File: src/rtl/fetch_pkg.sv
// fetch_pkg: shared thread-id types and helpers for the fetch scheduler
package fetch_pkg;
  localparam int THREAD_W = 2;
  localparam int NUM_THREADS = 1 << THREAD_W;
  typedef logic [THREAD_W-1:0] tid_t;
  function automatic logic [31:0] thread_base_pc(input int aw, input tid_t t);
    return 32'(t) << (aw - THREAD_W);
  endfunction
  function automatic logic [NUM_THREADS-1:0] onehot(input tid_t id);
    return NUM_THREADS'(1) << id;
  endfunction
endpackage

File: src/rtl/rr_pick.sv
// rr_pick: combinational round-robin first-set finder starting at rr_ptr
module rr_pick
  import fetch_pkg::*;
(
  input  logic [NUM_THREADS-1:0] elig,
  input  logic [THREAD_W-1:0]    rr_ptr,
  output logic [THREAD_W-1:0]    sel,
  output logic                   any
);
  // scan from the farthest offset down so the nearest eligible thread wins
  always_comb begin
    sel = rr_ptr;
    any = |elig;
    for (int i = NUM_THREADS - 1; i >= 0; i--)
      if (elig[rr_ptr + THREAD_W'(i)]) sel = rr_ptr + THREAD_W'(i);
  end
endmodule

File: src/rtl/thread_fetch_sched.sv
// thread_fetch_sched: per-thread PCs with round-robin fetch feeding IF/ID
module thread_fetch_sched
  import fetch_pkg::*;
#(
  parameter int INSTMEM_LOG2_DEEP = 8
) (
  input  logic                         CLK,
  input  logic                         RST,
  input  logic                         hazard,
  input  logic                         br_valid,
  input  logic [THREAD_W-1:0]          br_thread_id,
  input  logic [INSTMEM_LOG2_DEEP-1:0] br_target,
  input  logic                         halt_valid,
  input  logic [THREAD_W-1:0]          halt_thread_id,
  input  logic                         start_valid,
  input  logic [THREAD_W-1:0]          start_thread_id,
  input  logic [INSTMEM_LOG2_DEEP-1:0] start_pc,
  output logic [INSTMEM_LOG2_DEEP-1:0] PC_out,
  output logic [THREAD_W-1:0]          thread_id_out,
  output logic                         wb_ff_out,
  output logic [NUM_THREADS-1:0]       active_mask,
  output logic                         all_halted
);
  logic [INSTMEM_LOG2_DEEP-1:0] pc [NUM_THREADS];
  logic [THREAD_W-1:0]          rr_ptr, sel;
  logic                         any, fetch;
  logic [NUM_THREADS-1:0]       halt_oh, start_oh, elig, act_nxt;
  // a thread halted this cycle is already excluded from selection
  always_comb begin
    halt_oh = halt_valid ? onehot(halt_thread_id) : '0;
    start_oh = start_valid ? onehot(start_thread_id) : '0;
    elig = active_mask & ~halt_oh;
    act_nxt = (active_mask | start_oh) & ~halt_oh;
    fetch = !hazard && any;
  end
  rr_pick u_pick (
    .elig   (elig),
    .rr_ptr (rr_ptr),
    .sel    (sel),
    .any    (any)
  );
  // per-thread PC: start beats redirect beats fetch increment
  always_ff @(posedge CLK) begin
    for (int t = 0; t < NUM_THREADS; t++) begin
      if (RST) pc[t] <= INSTMEM_LOG2_DEEP'(thread_base_pc(INSTMEM_LOG2_DEEP, THREAD_W'(t)));
      else if (start_valid && start_thread_id == THREAD_W'(t)) pc[t] <= start_pc;
      else if (br_valid && br_thread_id == THREAD_W'(t)) pc[t] <= br_target;
      else if (fetch && sel == THREAD_W'(t)) pc[t] <= pc[t] + 1'b1;
    end
  end
  // active bits, round-robin pointer and the IF/ID-facing output registers
  always_ff @(posedge CLK) begin
    if (RST) begin
      active_mask <= '1;
      all_halted <= 1'b0;
      rr_ptr <= '0;
      PC_out <= '0;
      thread_id_out <= '0;
      wb_ff_out <= 1'b0;
    end else begin
      active_mask <= act_nxt;
      all_halted <= act_nxt == '0;
      if (!hazard) wb_ff_out <= any;
      if (fetch) begin
        PC_out <= pc[sel];
        thread_id_out <= sel;
        rr_ptr <= sel + 1'b1;
      end
    end
  end
endmodule

File: config.mk
export PLATFORM = sky130hd
export DESIGN_NAME = thread_fetch_sched
export DESIGN_NICKNAME = d
export VERILOG_FILES = /design/src/rtl/fetch_pkg.sv /design/src/rtl/rr_pick.sv /design/src/rtl/thread_fetch_sched.sv
export SDC_FILE = /design/constraint.sdc
export NUM_CORES = 1
export LEC_CHECK = 0
export CORE_MARGIN = 3
export CORE_UTILIZATION = 25
export CTS_CLUSTER_SIZE = 12
export DETAILED_ROUTE_END_ITERATION = 10
export DONT_BUFFER_PORTS = 1
export SLEW_MARGIN = 20
export SYNTH_ARGS = -nofsm -noshare
export SYNTH_HDL_FRONTEND = slang
export SYNTH_SLANG_ARGS = --single-unit
File: constraint.sdc
create_clock -name CLK -period 9 [get_ports CLK]
set_input_delay 1.8 -clock CLK [delete_from_list [all_inputs] [get_ports CLK]]
set_output_delay 1.8 -clock CLK [all_outputs]
set_load 0.05 [all_outputs]
==> flow_summary.toml, run 1 <==
[final_layout]
nets = 367
final_cell_area_sq_um = 3530
area_growth_pct = 8.09
drive_above_1_share = 0.0542
final_cell_mix = "32 x edfxtp_1, 25 x nand2_1, 23 x mux2i_1"
fillers = 1373
fin_cells = 504
final_common_cell = "edfxtp_1"
diodes = 0

[clock_network]
cts_max_level = 2
root_buffer = "clkbuf_16"
cts.sinks = 50
cts_buffers = 5
clockBufferDepth = 2
cts_tree = "built"
postCtsHoldBufs = 0
clk_latency_ns = 0.30
clk_pin_slew_ns = 0.07
post_cts_buffers = 0
cts_resized = 0

[critical_path]
path_max_fanout = 20
setup.worst_path.start = "halt_thread_id[0]"
r2r_start = "active_mask[3]"
r2r_cells = 10
reg2reg_slack_ns = 5.68
timing.rr.end = "pc[3][1]"
crit_path_start_kind = "input pin"
cp-endpoint = "pc[3][1]"
critPathArrivalTime_ns = 4.15
critical_path_class = "input pin to flip-flop"
cp-end-kind = "flip-flop"
required_ns = 9.05

[grt]
grt.total_usage = 0.122
gr-total-overflow = 0
grt_pass1_wl_microns = 13900
grt_max_degree = 31
antenna_found_initial = 0
grt_pass1_vias = 2563

[logic_synthesis]
syn_area_sq_um = 3260
yosys_register_bits = 50
syn_nets = 373
synth.distinct_cells = 52
synthArstFlopShare = 0
synth_cells = 337
synth_edf_count = 32
ys_seq_area_frac = 0.405
ys.flop_type = "edfxtp_1"
avgSynthCellArea_sq_um = 9.68
yosys_warnings = 0

[pwr]
pwr_density_cell_nw_per_um2 = 177
p_leak_nw = 1.38
vdd_ir_drop_max_uv = 68.9

[routing]
vias_per_cell = 5.29
post-route-drc-count = 0
drt-initial-drc-count = 254
dr.pass1.iters = 5
routed_wl_microns = 8810
wire_per_inst_microns = 17.5
vias = 2664
drt.antenna.violating_nets = 0

[placement]
post-dp-hpwl_microns = 6720
dp_cells = 496
gp_congestion = 0.834
place_area_sq_um = 3380
io_buffer_count = 0

[sta]
worst_pin_slew_ns = 1.08
period_minus_slack_ns = 4.10
max-slew-margin-rel = 0.275
rsz0062_at_grt = "no"
setup_viol = 0
fmax_ghz = 0.244
fin_setup_tns_ns = 0
slew_viol_final = 0
period_share = 0.456
finalHoldViolCount = 0
skew_ns = 0.0121

[outcome]
status = "finished clean"

[min_path]
hold_class = "flip-flop to flip-flop"
hold_start = "rr_ptr[0]"

[run]
maxCapViolations = 0

[floorplan]
start_util = 0.258
die_h_microns = 120
die-area_sq_um = 14500
pin_count = 44
core-area_sq_um = 12700
die_x_microns = 120
fp-row-count = 41
[routing by layer]
| metal | up-vias | track usage | share of wire |
|---|---|---|---|
| met5 | - | 0 | 0 |
| met2 | 120 | 0.173 | 0.41 |
| met4 | 0 | 0.0418 | 0.018 |
| met3 | 16 | 0.0561 | 0.12 |
| li1 | 1276 | - | - |
| met1 | 1252 | 0.164 | 0.45 |
[kinds of logic (layout without fill, tap and decap cells)]
group           after synthesis  after routing  synth area share
compound gates               89             89             0.197
simple gates                107            107             0.169
flops                        50             50             0.405
fa+ha+maj                     8              8            0.0307
buf+inv                      34             29            0.0552
xor+xnor                     24             24            0.0644
mux                          25             25            0.0786
[worst min path at each step]
| stage | slack, ns | to | cells past startpoint |
|---|---|---|---|
| 6_report | 0.54 | rr_ptr[0] | 2 |
| 5_1_grt | 0.59 | rr_ptr[0] | 2 |
| 4_1_cts | 0.54 | rr_ptr[0] | 2 |
| 3_5_place_dp | 0.52 | rr_ptr[0] | 2 |
| 3_3_place_gp | 0.52 | rr_ptr[0] | 2 |
| 2_1_floorplan | 0.50 | rr_ptr[0] | 2 |
[metrics by stage]
stage	worst slack, ns	power (mW)	util	hold WS (ns)
floorplan	4.95	0.414	-	0.497
global placement	4.68	0.435	0.267	0.520
detailed placement	4.65	0.437	0.267	0.525
CTS	4.95	0.630	0.278	0.535
global route	4.75	0.653	0.278	0.592
finish	4.90	0.625	0.278	0.543
[cell type report]
type / instances / area, sq um / share of cell area
Multi-Input combinational cell: 253 / 1760 / 0.499
Sequential cell: 50 / 1320 / 0.375
Tap cell: 172 / 215 / 0.0610
Clock buffer: 6 / 129 / 0.0365
Inverter: 19 / 71.3 / 0.0202
Timing Repair Buffer: 2 / 15.0 / 0.00426
Clock inverter: 2 / 13.8 / 0.00390
[state kept, by name, indices dropped and copies added, names as in the netlist]
signal         count
pc                32
all_halted         1
rr_ptr             2
wb_ff_out          1
thread_id_out      2
PC_out             8
active_mask        4
[worst max-delay path, stage by stage]
cell      delay [ns]
mux2_4          0.27
o22ai_1         0.27
nand2_1         0.09
a222oi_1        0.27
buf_4           0.38
inv_1           0.11
ha_1            0.20
and3_1          0.28
a222oi_1        0.40
inv_1           0.06
[Yosys cell counts, types with 3 or more instances]
library cell / n / area, sq um
buf_2: 3 / 15.0
nor3_1: 6 / 30.0
a211oi_1: 3 / 22.5
o21ai_0: 11 / 55.1
nor2_1: 19 / 71.3
xor2_1: 14 / 123
a222oi_1: 8 / 80.1
inv_1: 19 / 71.3
nand3b_1: 10 / 75.1
nor3b_1: 3 / 22.5
xnor2_1: 10 / 87.6
nand2_1: 25 / 93.8
nand3_1: 20 / 100
a221oi_1: 7 / 61.3
and3_1: 9 / 56.3
a22oi_1: 10 / 75.1
mux2i_1: 23 / 230
o22ai_1: 7 / 43.8
dfxtp_1: 18 / 360
ha_1: 8 / 100
edfxtp_1: 32 / 961
a21oi_1: 19 / 95.1
nand2b_1: 5 / 31.3
clkbuf_1: 5 / 18.8
o221ai_1: 8 / 70.1
buf_6: 3 / 33.8
[power breakdown]
group | leakage (nW) | total (mW) | internal [mW] | switching (mW)
Combinational | 0.825 | 0.106 | 0.0461 | 0.0596
Clock | 0.0712 | 0.192 | 0.104 | 0.0876
Sequential | 0.480 | 0.327 | 0.273 | 0.0538
Power figures use the tool's default switching activity.
==> run 2, diff against run 1 <==
==> constraint.sdc (replaced) <==
create_clock -name CLK -period 3.9 [get_ports CLK]
set_input_delay 0.78 -clock CLK [delete_from_list [all_inputs] [get_ports CLK]]
set_output_delay 0.78 -clock CLK [all_outputs]
set_load 0.05 [all_outputs]
==> run 2 against run 1 <==
Against the previous run: largest power group unchanged; clock-buffer cell count is 1 lower; combinational power is 140% higher; largest cell class unchanged; sequential power is 130% higher; final area is 1.2% higher; flip-flop and latch count stayed put; critical endpoint unchanged.
==> flow_summary.toml, run 2 (synthesis results as in run 1) <==
[sta]
period_share = 0.767
fin_setup_tns_ns = 0
setup_viol = 0
slew_viol_final = 0
worst_pin_slew_ns = 0.849
finalHoldViolCount = 0
rsz0062_at_grt = "no"
whs_ns = 0.538
fmax_ghz = 0.334
skew_ns = 0.00948
max-slew-margin-rel = 0.433
period_minus_slack_ns = 2.99

[critical_path]
cp-end-kind = "flip-flop"
critPathArrivalTime_ns = 3.04
required_ns = 3.95
reg2reg_slack_ns = 0.91
r2r_cells = 9
path_max_fanout = 12
timing.rr.end = "pc[3][1]"
r2r_start = "active_mask[2]"
setup.worst_path.start = "active_mask[2]"
crit_path_start_kind = "flip-flop"
critical_path_class = "flip-flop to flip-flop"

[grt]
antenna_found_initial = 0
grt_pass1_vias = 2547
grt_pass1_wl_microns = 14000
grt_max_degree = 31
gr-total-overflow = 0
grt.total_usage = 0.123

[floorplan]
core-area_sq_um = 12700
die_x_microns = 120
fp-row-count = 41
die-area_sq_um = 14500
pin_count = 44
die_h_microns = 120
start_util = 0.258

[final_layout]
diodes = 0
largest_reg_flops = 32
final_cell_mix = "32 x edfxtp_1, 25 x nand2_1, 23 x mux2i_1"
final_common_cell = "edfxtp_1"
fin_util = 0.282
largest_register = "pc"
nets = 371
area_growth_pct = 9.39
top_regs = "pc x32, PC_out x8, active_mask x4"
drive_above_1_share = 0.0714

[clock_network]
postCtsHoldBufs = 0
cts_max_level = 2
clk_latency_ns = 0.30
clockBufferDepth = 2
cts_tree = "built"
cts_buffers = 5
cts.sinks = 50
clk_pin_slew_ns = 0.07
cts_resized = 0
root_buffer = "clkbuf_16"
post_cts_buffers = 0

[min_path]
hold_path_depth = 2
hold_end = "rr_ptr[0]"
hold_start = "rr_ptr[0]"
hold_class = "flip-flop to flip-flop"

[pwr]
power.total_mw = 1.46
swShare = 0.326
p_sw_mw = 0.476
clockPowerShare = 0.310
pwr_density_cell_nw_per_um2 = 409
vdd_ir_drop_max_uv = 165
p_int_mw = 0.984
p_leak_nw = 1.39
combPwrFrac = 0.177
seqPwrFrac = 0.513

[routing]
routed_wl_microns = 8820
drt.antenna.violating_nets = 0
dr.pass1.iters = 7
wire_per_inst_microns = 17.4
post-route-drc-count = 0
vias_per_cell = 5.27
drt-initial-drc-count = 250
vias = 2678

[run]
maxCapViolations = 0

[placement]
gp_congestion = 0.877
post-dp-hpwl_microns = 6840
io_buffer_count = 0

[outcome]
status = "finished clean"
## run 2: cell types whose count changed in the layout (fill, tap and decap cells not counted)
cell and delta:
buf_4 +4, clkbuf_1 -1, clkinv_2 -1, clkinv_4 +1
clkinvlp_4 +1, nor3_1 -1, nor3_2 +1
## run 2: through the flow
stage	worst slack, ns	cells	cell area [sq um]
after detailed placement	0.751	500	3410
after floorplan	0.865	337	3260
after global placement	0.808	500	3410
final	0.909	508	3570
after CTS	0.926	508	3560
after global routing	0.738	508	3570
## run 2: worst max path at each step
stage / endpoint / cells after the start
after global routing: pc[3][1] / 9
after detailed placement: pc[3][1] / 9
after CTS: pc[3][1] / 8
final: pc[3][1] / 9
after floorplan: pc[3][2] / 12
after global placement: pc[3][1] / 9
## run 2: critical path, cell delays in order, from the launching register on
cell	delay (ns)
dfxtp_1	0.53
mux2_4	0.36
o22ai_1	0.25
nand2_1	0.09
a222oi_1	0.41
inv_1	0.13
ha_1	0.22
and3_1	0.28
a222oi_1	0.40
inv_1	0.07
## run 2: routing by layer
layer | track usage | part of all wire
met1 | 0.169 | 0.45
met2 | 0.175 | 0.41
met3 | 0.0533 | 0.11
met4 | 0.0411 | 0.019
met5 | 0 | 0
## run 2: final cells by class
cell class	instances	area, sq um
well taps	172	215
fillers	1356	9100
multi-input cells	253	1770
repair buffers	6	45.0
clock inverters	3	25.0
inverters	19	71.3
clock buffers	5	125
flip-flops and latches	50	1320
## run 2: power groups by stage
stage	clock, mW	sequential (mW)	combinational, mW
final	0.453	0.749	0.258
after global routing	0.485	0.759	0.287
after detailed placement	0	0.760	0.255
after global placement	0	0.759	0.250
after CTS	0.465	0.748	0.258
after floorplan	0	0.742	0.213
==> run 3, diff against run 2 <==
==> constraint.sdc (replaced) <==
create_clock -name CLK -period 2.6 [get_ports CLK]
set_input_delay 0.52 -clock CLK [delete_from_list [all_inputs] [get_ports CLK]]
set_output_delay 0.52 -clock CLK [all_outputs]
set_load 0.05 [all_outputs]
==> run 3 against run 2 <==
Against the previous run: combinational power up 63%; hold slack worse by 0.25 ns; wire length up 3.3%; via count about the same; sequential power up 50%; flip-flop and latch count unchanged; final area up 4.6%; critical path type unchanged; largest power group unchanged; critical endpoint is now pc[1][1]; first-iteration DRC count down 16%.
==> flow_summary.toml, run 3 (synthesis results as in run 1) <==
[final_layout]
nets = 381
area_growth_pct = 14.4
drive_above_1_share = 0.133
top_regs = "pc x32, PC_out x8, active_mask x4"
final_cell_mix = "32 x edfxtp_1, 25 x nand2_1, 23 x mux2i_1"
largest_register = "pc"
diodes = 0
largest_reg_flops = 32
final_common_cell = "edfxtp_1"

[floorplan]
fp-row-count = 41
die-area_sq_um = 14500
core-area_sq_um = 12700
die_x_microns = 120
start_util = 0.258
die_h_microns = 120
pin_count = 44

[grt]
grt_max_degree = 31
grt_pass1_vias = 2613
antenna_found_initial = 0
grt.total_usage = 0.127
grt_pass1_wl_microns = 14400
gr-total-overflow = 0

[clock_network]
clk_pin_slew_ns = 0.07
clockBufferDepth = 2
cts_resized = 0
cts_tree = "built"
post_cts_buffers = 0
postCtsHoldBufs = 0
clk_latency_ns = 0.30
cts_buffers = 5
root_buffer = "clkbuf_16"
cts.sinks = 50
cts_max_level = 2

[sta]
skew_ns = 0.00702
fmax_ghz = 0.414
period_minus_slack_ns = 2.42
setup_viol = 0
rsz0062_at_grt = "no"
finalHoldViolCount = 0
worst_pin_slew_ns = 0.987
whs_ns = 0.291
period_share = 0.929
slew_viol_final = 0
fin_setup_tns_ns = 0
max-slew-margin-rel = 0.340

[outcome]
status = "finished clean"

[routing]
routed_wl_microns = 9110
drt-initial-drc-count = 211
vias_per_cell = 5.17
vias = 2679
drt.antenna.violating_nets = 0
wire_per_inst_microns = 17.6
post-route-drc-count = 0
dr.pass1.iters = 6

[critical_path]
required_ns = 2.66
crit_path_start_kind = "flip-flop"
crit_chain = "mux2_2 -> o22a_1 -> o311a_1 -> o21a_2 -> ha_1 -> and3_1 -> a222oi_1 -> inv_1"
path_max_fanout = 14
r2r_cells = 8
slowest_delay_ns = 0.40
critical_path_class = "flip-flop to flip-flop"
r2r_start = "active_mask[3]"
critPathArrivalTime_ns = 2.47
slowest_stage = "dfxtp_2"
setup.worst_path.start = "active_mask[3]"
cp-end-kind = "flip-flop"

[pwr]
p_leak_nw = 1.47
vdd_ir_drop_max_uv = 279
power.total_mw = 2.28
pwr_density_cell_nw_per_um2 = 611

[placement]
gp_congestion = 0.881
post-dp-hpwl_microns = 7050
io_buffer_count = 0

[min_path]
hold_class = "input pin to flip-flop"
hold_path_depth = 1
hold_start = "RST"

[run]
maxCapViolations = 0
## run 3: changes by cell type in the layout (fill, tap and decap cells not counted), moves of 4 or more
cell,delta
dfxtp_2,+4
a221oi_2,+4
dfxtp_1,-4
buf_4,+9
a221oi_1,-4
## run 3: power by group
part	total (mW)	switching, mW	leakage [nW]	internal [mW]
clock network	0.742	0.320	0.0801	0.423
logic	0.420	0.231	0.908	0.189
registers	1.12	0.171	0.479	0.947
## run 3: per-stage QoR
stage          std cells  setup WS, ns  utilization  instance area (sq um)
2_1_floorplan        337       0.00246            -                   3330
3_5_place_dp         510        0.0113        0.281                   3560
5_1_grt              518        0.0210        0.295                   3730
3_3_place_gp         510        0.0365        0.281                   3560
4_1_cts              518         0.180        0.295                   3730
6_report             518         0.184        0.295                   3730
## run 3: cell type report
| class | count | area [sq um] |
|---|---|---|
| repair buffers | 16 | 133 |
| well taps | 172 | 215 |
| clock inverters | 2 | 18.8 |
| fillers | 1347 | 8940 |
| clock buffers | 6 | 150 |
| inverters | 19 | 71.3 |
| multi-input cells | 253 | 1820 |
| flip-flops and latches | 50 | 1330 |
## run 3: final timing paths
kind | end | slack (ns)
max | pc[1][1] | 0.18
min | wb_ff_out | 0.29
max reg2reg | pc[1][1] | 0.18
min reg2reg | rr_ptr[0] | 0.54
## run 3: routing by layer
metal,up-vias,GRT usage,share of wire
met1,1297,0.153,0.43
met2,70,0.213,0.47
met5,-,0,0
li1,1300,-,-
met3,12,0.0402,0.078
met4,0,0.0475,0.023
## run 3: worst max-delay path: cells and delay by family, from the launching register on
kind                       cells  cell delay, ns
and+or+nand+nor                1            0.28
buffers and inverters          1            0.07
muxes                          1            0.28
AOI/OAI and AO/OA              4            0.90
DFF                            1            0.40
adders and majority gates      1            0.23
